--- src/rtl/branch_resolve_unit.sv ---
// Execute-side branch resolution: detects mispredicts, raises a one-cycle fetch redirect,
// and queues predictor updates in a small FIFO drained over a ready/valid handshake.
module branch_resolve_unit #(
    parameter int BTB_SIZE    = 32,
    parameter int INSTR_LEN   = 5,
    parameter int TARGET_LEN  = 10,
    parameter int QUEUE_DEPTH = 4
) (
    input  logic        clk,
    input  logic        reset,
    input  logic        ex_valid,
    input  logic [63:0] ex_pc,
    input  logic        ex_taken,
    input  logic [63:0] ex_target,
    input  logic [63:0] ex_pred_next,
    output logic        ex_ready,
    output logic        redirect,
    output logic [63:0] redirect_pc,
    output logic        result_cyc,
    output logic [63:0] result_addr,
    output logic        result,
    output logic [63:0] result_target,
    input  logic        result_ready,
    output logic [31:0] branch_count,
    output logic [31:0] mispredict_count
);

    localparam int PTR_W = $clog2(QUEUE_DEPTH);
    localparam int CNT_W = PTR_W + 1;

    if ((QUEUE_DEPTH < 2) || ((QUEUE_DEPTH & (QUEUE_DEPTH - 1)) != 0)) begin : g_bad_depth
        $error("QUEUE_DEPTH must be a power of two >= 2");
    end
    if ((BTB_SIZE < 2) || (INSTR_LEN < 1) || (TARGET_LEN < 1) || (TARGET_LEN > 64)) begin : g_bad_pred
        $error("predictor geometry parameters out of range");
    end

    function automatic logic [31:0] sat_inc(input logic [31:0] v);
        return (v == 32'hFFFF_FFFF) ? v : v + 32'd1;
    endfunction

    logic [63:0] pc_mem     [QUEUE_DEPTH];
    logic        taken_mem  [QUEUE_DEPTH];
    logic [63:0] target_mem [QUEUE_DEPTH];

    logic [PTR_W-1:0] rd_ptr, wr_ptr, rd_next;
    logic [CNT_W-1:0] count;
    logic [63:0]      actual_next_p0;
    logic             mispredict_p0, vld_p0, push_p0, pop;

    // Stage p0: resolve the branch and decide accept / redirect / enqueue
    assign actual_next_p0 = ex_taken ? ex_target : ex_pc + 64'd4;
    assign mispredict_p0  = (ex_pred_next != actual_next_p0);
    assign result_cyc     = (count != '0);
    assign pop            = result_cyc && result_ready;
    assign ex_ready       = (count < CNT_W'(QUEUE_DEPTH)) || pop;
    // The cycle redirect is high is the wrong-path shadow; nothing there is accepted.
    assign vld_p0         = ex_valid && ex_ready && !redirect;
    assign push_p0        = vld_p0 && (ex_taken || mispredict_p0);
    assign rd_next        = rd_ptr + PTR_W'(1);

    always_ff @(posedge clk) begin
        if (push_p0) begin
            pc_mem[wr_ptr]     <= ex_pc;
            taken_mem[wr_ptr]  <= ex_taken;
            target_mem[wr_ptr] <= ex_target;
        end
    end

    // Stage p1: registered redirect, queue state, head-of-queue outputs, counters
    always_ff @(posedge clk or negedge reset) begin
        if (!reset) begin
            rd_ptr           <= '0;
            wr_ptr           <= '0;
            count            <= '0;
            redirect         <= 1'b0;
            redirect_pc      <= '0;
            result_addr      <= '0;
            result           <= 1'b0;
            result_target    <= '0;
            branch_count     <= '0;
            mispredict_count <= '0;
        end else begin
            redirect <= vld_p0 && mispredict_p0;
            if (vld_p0 && mispredict_p0)
                redirect_pc <= actual_next_p0;

            if (push_p0)
                wr_ptr <= wr_ptr + PTR_W'(1);
            if (pop)
                rd_ptr <= rd_next;
            case ({push_p0, pop})
                2'b10:   count <= count + CNT_W'(1);
                2'b01:   count <= count - CNT_W'(1);
                default: count <= count;
            endcase

            // Head register: loaded from the incoming entry when it becomes the head,
            // otherwise from the next stored slot after a pop.
            if (push_p0 && ((count == '0) || (pop && (count == CNT_W'(1))))) begin
                result_addr   <= ex_pc;
                result        <= ex_taken;
                result_target <= ex_target;
            end else if (pop && (count > CNT_W'(1))) begin
                result_addr   <= pc_mem[rd_next];
                result        <= taken_mem[rd_next];
                result_target <= target_mem[rd_next];
            end

            if (vld_p0)
                branch_count <= sat_inc(branch_count);
            if (vld_p0 && mispredict_p0)
                mispredict_count <= sat_inc(mispredict_count);
        end
    end

endmodule

--- config.mk ---
export PLATFORM = sky130hd
export DESIGN_NAME = branch_resolve_unit
export DESIGN_NICKNAME = d
export VERILOG_FILES = /design/src/rtl/branch_resolve_unit.sv
export SDC_FILE = /design/constraint.sdc
export NUM_CORES = 1
export LEC_CHECK = 0
export ABC_AREA = 1
export BUFFER_PORTS_ARGS = -buffer_cell sky130_fd_sc_hd__buf_2
export CORE_ASPECT_RATIO = 1.25
export CORE_UTILIZATION = 30
export CTS_BUF_LIST = sky130_fd_sc_hd__clkbuf_8
export DETAILED_ROUTE_END_ITERATION = 12
export HOLD_SLACK_MARGIN = 0.03
export SLEW_MARGIN = 40
export SYNTH_ARGS = -nofsm -noshare
export SYNTH_HDL_FRONTEND = slang
export SYNTH_SLANG_ARGS = --single-unit
--- constraint.sdc ---
create_clock -name clk -period 12.8 [get_ports clk]
set_clock_uncertainty 0.1 [all_clocks]
set_input_delay 0.64 -clock clk [delete_from_list [all_inputs] [get_ports clk]]
set_output_delay 0.64 -clock clk [all_outputs]
set_load 0.05 [all_outputs]
==> results of run 1 <==
[metal layers]
layer  vias up  wire, microns  track usage
li1      13495              -            -
met5         -            287            0
met1     14427          53400        0.263
met2      1114          64700        0.358
met4        50           4780       0.0840
met3       241          11900       0.0715
[through the flow]
step                      utilization  cells  area (sq um)
after floorplan                     -   3513         36100
after global placement          0.334   5391         39900
after detailed placement        0.335   5395         40000
after CTS                       0.366   5764         43800
after global routing            0.367   5773         43900
final                           0.367   5776         43900
[synth_stat cells, types with 37 or more instances]
cell type / count / area (sq um)
nand3b_1: 37 / 278
nor2_1: 193 / 724
inv_1: 163 / 612
nand2_1: 739 / 2770
mux2i_1: 128 / 1280
dfrtp_1: 265 / 6630
o211ai_1: 131 / 983
xor2_1: 45 / 394
edfxtp_1: 516 / 15500
clkbuf_1: 132 / 495
or2_2: 44 / 275
o21ai_0: 77 / 385
nand3_1: 765 / 3830
[worst reg2reg max path, stage by stage, from the launching register on]
cell and delay [ns]:
dfrtp_1 0.42, inv_1 0.10, ha_1 0.22, nand2_2 0.12
nand2_2 0.13, inv_2 0.14, nor2_1 0.10, nor3_4 0.10
buf_4 0.32, nand2_1 0.22, nand2_8 0.43, inv_1 0.48
nor2_4 0.37, buf_6 0.62, buf_6 0.60
[worst paths after layout]
check,end,slack [ns],cells past startpoint,from
setup reg to reg,target_mem[0][41]$_DFFE_PP_,7.84,14,count[0]$_DFFE_PN0P_
min in group asynchronous,result_addr[23]$_DFFE_PN0P_,0.17,2,reset
max in group asynchronous,mispredict_count[0]$_DFFE_PN0P_,10.72,4,reset
hold reg to reg,redirect_pc[4]$_DFFE_PN0P_,0.38,2,redirect_pc[4]$_DFFE_PN0P_
setup / recovery,target_mem[0][41]$_DFFE_PP_,6.71,25,ex_pc[2]
hold / removal,pc_mem[0][59]$_DFFE_PP_,0.13,1,ex_pc[59]
[cells by family (layout without fill, tap and decap cells)]
group / count (synthesis) / after routing / share of synthesized area
buffers and inverters: 363 / 1033 / 0.0422
other: 0 / 9 / 0
adder cells (fa/ha/maj): 12 / 12 / 0.00416
XOR/XNOR: 80 / 80 / 0.0194
AND/OR/NAND/NOR: 1902 / 1902 / 0.242
multiplexers: 128 / 128 / 0.0355
flip-flops: 781 / 781 / 0.612
AO/OA/AOI/OAI: 247 / 247 / 0.0440
[area by class of cell]
cell class	count	area, sq um	share of cell area
antenna	9	22.5	0.000513
clock buffer	146	2010	0.0458
clock inverter	94	473	0.0108
inverter	170	656	0.0149
multi-input combinational	2369	12600	0.286
sequential	781	22100	0.504
tap	1584	1980	0.0451
timing repair buffer	623	4050	0.0923
[flip-flops by register name, summed over array words and instances, names as in the netlist]
signal / count
redirect_pc: 64
branch_count: 32
taken_mem: 4
redirect: 1
target_mem: 256
result_addr: 64
mispredict_count: 32
result: 1
wr_ptr: 2
result_target: 64
rd_ptr: 2
count: 3
pc_mem: 256
[report_power, final]
group          leakage, uW  total (uW)  switching, uW  internal, uW
clock              0.00144        2150           1060          1090
combinational      0.00843        4640           3510          1130
sequential         0.00802        3760            346          3410
total               0.0179       10600           4920          5630
==> out/results.ini, run 1 <==
[status]
status=finished, final reports clean

[sta]
period_needed_ns=6.09
timing.final.crit_share=0.476
timing.hold.ws_ns=0.132
setup_viol=0
finalHoldViolCount=0
slew_headroom=0.421
worstMarginPinSlew_ns=0.868
fmaxAchievable_ghz=0.164
finalSetupTns_ns=0
rsz0062_at_grt=no
final_max_slew_viol_count=0
fin_ws_ns=6.71

[worst_setup_path]
required_ns=13.15
cpLargestDelayFamily=simple AND/OR/NAND/NOR gates
worstPathArrival_ns=6.43
crit_buf_inv=6
critical_path_class=in -> reg
worstSetupEndpointType=flip-flop
crit_slowest_cell=buf_6
cp_common_cell=nand2_1
cp_max_fo=70
critPathMaxStageDelay_ns=0.62
startpoint_type=primary input

[routing]
remaining_drc_errors=0
drt_iter0_markers=2670
final_antenna_net_count=0
via_per_inst=5.08
wl_microns=135000
firstDrtPassIters=6
dr_total_vias=29327
wl_per_cell_microns=23.4

[synth]
synth-edff-count=516
synthCells=3513
synth-main-ff-cell=edfxtp_1
synthesis.area_sq_um=36100
ys_seq_elements=781
synth_warnings=0
syn_area_per_cell_sq_um=10.3
yosysSeqAreaShare=0.612
syn_nets=3722
synth_cell_types=40
synth-async-reset-ratio=0.339

[cts]
ctsResizeCount=0
cts_made_buffers=133
cts_buffer_depth=3
root_buffer=clkbuf_8
insertion_delay_ns=0.85
cts-hold-fix-buffers=129
cts.reportedPaths.clkPinSlew_ns=0.06
post-cts-setup-buffers=0
htreeDepth=4
clock-sinks=781
cts_tree=built

[cells_and_area]
layout_commonest_cell=nand3_1
areaGrowthSynthToFinish_pct=21.5
final_cell_mix=nand3_1, nand2_1, edfxtp_1, buf_2, dfrtp_1
fill_cells=11944
drive_gt1_frac=0.187
nNetsFinal=4287

[power]
leakagePower_uw=0.0179
ir_worst_vdd_v=0.000124
total_power_uw=10600
p_per_area_nw_per_um2=240

[placement]
globalplace.congestion=0.933
port_buffers=456
hpwl_microns=94400
dp_slack_ns=6.47

[global_route]
grt_overflow_total=0
grt_pass1_vias=28346
grt_pass1_wl_microns=195000
grt_usage=0.218
grt_antenna_before_repair=43
grt_max_degree=153

[floorplan]
die_area_sq_um=122000
fp.dieW_microns=312
row_count=142
start_util=0.302
io_pins=457
core_area_sq_um=120000
die_h_microns=390

[run]
max-cap-violations=0

[min_path]
min_path_type=in -> reg

(Power assumes the default switching activity.)
==> run 2: changes to the inputs <==
Clock period 12.8 ns to 5.3 ns, I/O delays scaled along.
==> run 2 against run 1 <==
Routed wire length fell by 0.35%. Sequential power up 140%. Sequential cell count unchanged. Critical endpoint is now target_mem[2][20]$_DFFE_PP_. Largest cell class unchanged.
==> out/results.ini, run 2 (synthesized netlist as in run 1, its figures left out) <==
[placement]
hpwl_microns=92700
placed_cells_incl_taps=5429
globalplace.congestion=0.908
dp_slack_ns=0.492
port_buffers=456

[floorplan]
row_count=142
fp.dieW_microns=312
die_h_microns=390
io_pins=457
die_area_sq_um=122000
core_area_sq_um=120000
start_util=0.302

[sta]
fin_ws_ns=0.876
fmaxAchievable_ghz=0.226
final_max_slew_viol_count=0
worstMarginPinSlew_ns=0.885
finalHoldViolCount=0
setup_viol=0
timing.hold.ws_ns=0.109
rsz0062_at_grt=no
timing.final.crit_share=0.835
slew_headroom=0.410
finalSetupTns_ns=0
period_needed_ns=4.42

[global_route]
grt_overflow_total=0
grt_pass1_wl_microns=196000
grt_usage=0.217
grt_max_degree=130
grt_antenna_before_repair=21
grt_pass1_vias=28673

[worst_setup_path]
reg2reg_depth=19
critical_path_class=in -> reg
required_ns=5.71
endpoint=target_mem[2][20]$_DFFE_PP_
crit_start=ex_pc[3]
r2r_slack_ns=1.31
reg2reg_from=count[0]$_DFFE_PN0P_
startpoint_type=primary input
worstSetupEndpointType=flip-flop
cp_max_fo=60
worstPathArrival_ns=4.84
r2r_end=branch_count[31]$_DFFE_PN0P_

[cts]
cts_tree=built
cts.reportedPaths.clkPinSlew_ns=0.06
clock-sinks=781
post-cts-setup-buffers=0
cts-hold-fix-buffers=135
cts_made_buffers=132
root_buffer=clkbuf_8
insertion_delay_ns=0.87
cts_buffer_depth=3
htreeDepth=4
ctsResizeCount=0

[cells_and_area]
largestRegisters=pc_mem: 256 flops, target_mem: 256 flops
areaGrowthSynthToFinish_pct=23.0
nNetsFinal=4325
layout_commonest_cell=nand3_1
fill_cells=11841
drive_gt1_frac=0.194
final_cells=5817
final_cell_mix=nand3_1, nand2_1, edfxtp_1, buf_2, dfrtp_1

[routing]
dr_total_vias=29694
via_per_inst=5.10
wl_per_cell_microns=23.1
final_antenna_net_count=0
firstDrtPassIters=7
remaining_drc_errors=0
drt_iter0_markers=2583
wl_microns=135000

[status]
status=finished, final reports clean

[min_path]
min_path_type=in -> reg

[power]
total_power_uw=25700
ir_worst_vdd_v=0.000697
leakagePower_uw=0.0182
p_per_area_nw_per_um2=577

[run]
max-cap-violations=0

run 2: how the worst min path moves through the flow:
stage / from / end / slack (ns) / depth (start not counted)
after floorplan: reset / branch_count[0]$_DFFE_PN0P_ / -0.13 / 0
after global placement: reset / result_addr[44]$_DFFE_PN0P_ / 0.17 / 1
after detailed placement: reset / result_addr[44]$_DFFE_PN0P_ / 0.18 / 1
after CTS: ex_target[53] / target_mem[0][53]$_DFFE_PP_ / 0.04 / 2
after global routing: ex_target[15] / target_mem[0][15]$_DFFE_PP_ / 0.08 / 2
final: ex_target[53] / target_mem[0][53]$_DFFE_PP_ / 0.11 / 2
run 2: area by class of cell:
type	instances	area, sq um	share of cell area
antenna	8	20.0	0.000450
clock inverter	96	567	0.0128
inverter	170	653	0.0147
multi-input combinational	2369	12600	0.282
timing repair buffer	662	4510	0.102
sequential	781	22100	0.498
tap	1584	1980	0.0446
clock buffer	147	2020	0.0455
run 2: where the power goes:
part / leakage (uW) / switching (uW) / internal, uW
Combinational: 0.00867 / 8380 / 2820
Sequential: 0.00802 / 834 / 8240
Clock: 0.00152 / 2620 / 2780
Total: 0.0182 / 11800 / 13800
run 2: worst max-delay path, stage by stage:
cell	delay (ns)
dlygate4sd3_1	0.56
buf_2	0.23
ha_1	0.28
nand2_1	0.12
nor2_2	0.14
nand2_2	0.14
nor2_2	0.38
nand3_1	0.12
nand2_1	0.08
nand3_1	0.23
nand2_1	0.16
nand2_1	0.06
nand2_1	0.05
nand2_1	0.06
nor2_1	0.10
nand2_1	0.08
nor2_1	0.38
nand3_1	0.22
nand2_4	0.11
nand2_4	0.04
inv_1	0.23
buf_4	0.24
nor2_4	0.07
buf_16	0.16
buf_12	0.18
run 2: metal layers:
| layer | vias to the layer above | GRT usage | routed length (microns) |
|---|---|---|---|
| met5 | - | 0 | 107 |
| met1 | 14631 | 0.272 | 54800 |
| li1 | 13578 | - | - |
| met2 | 1224 | 0.349 | 63400 |
| met4 | 18 | 0.109 | 6160 |
| met3 | 243 | 0.0532 | 10100 |
run 2: stage by stage:
step	util	area [sq um]
3_3_place_gp	0.337	40300
4_1_cts	0.371	44400
6_report	0.372	44400
2_1_floorplan	-	36100
5_1_grt	0.372	44400
3_5_place_dp	0.338	40400
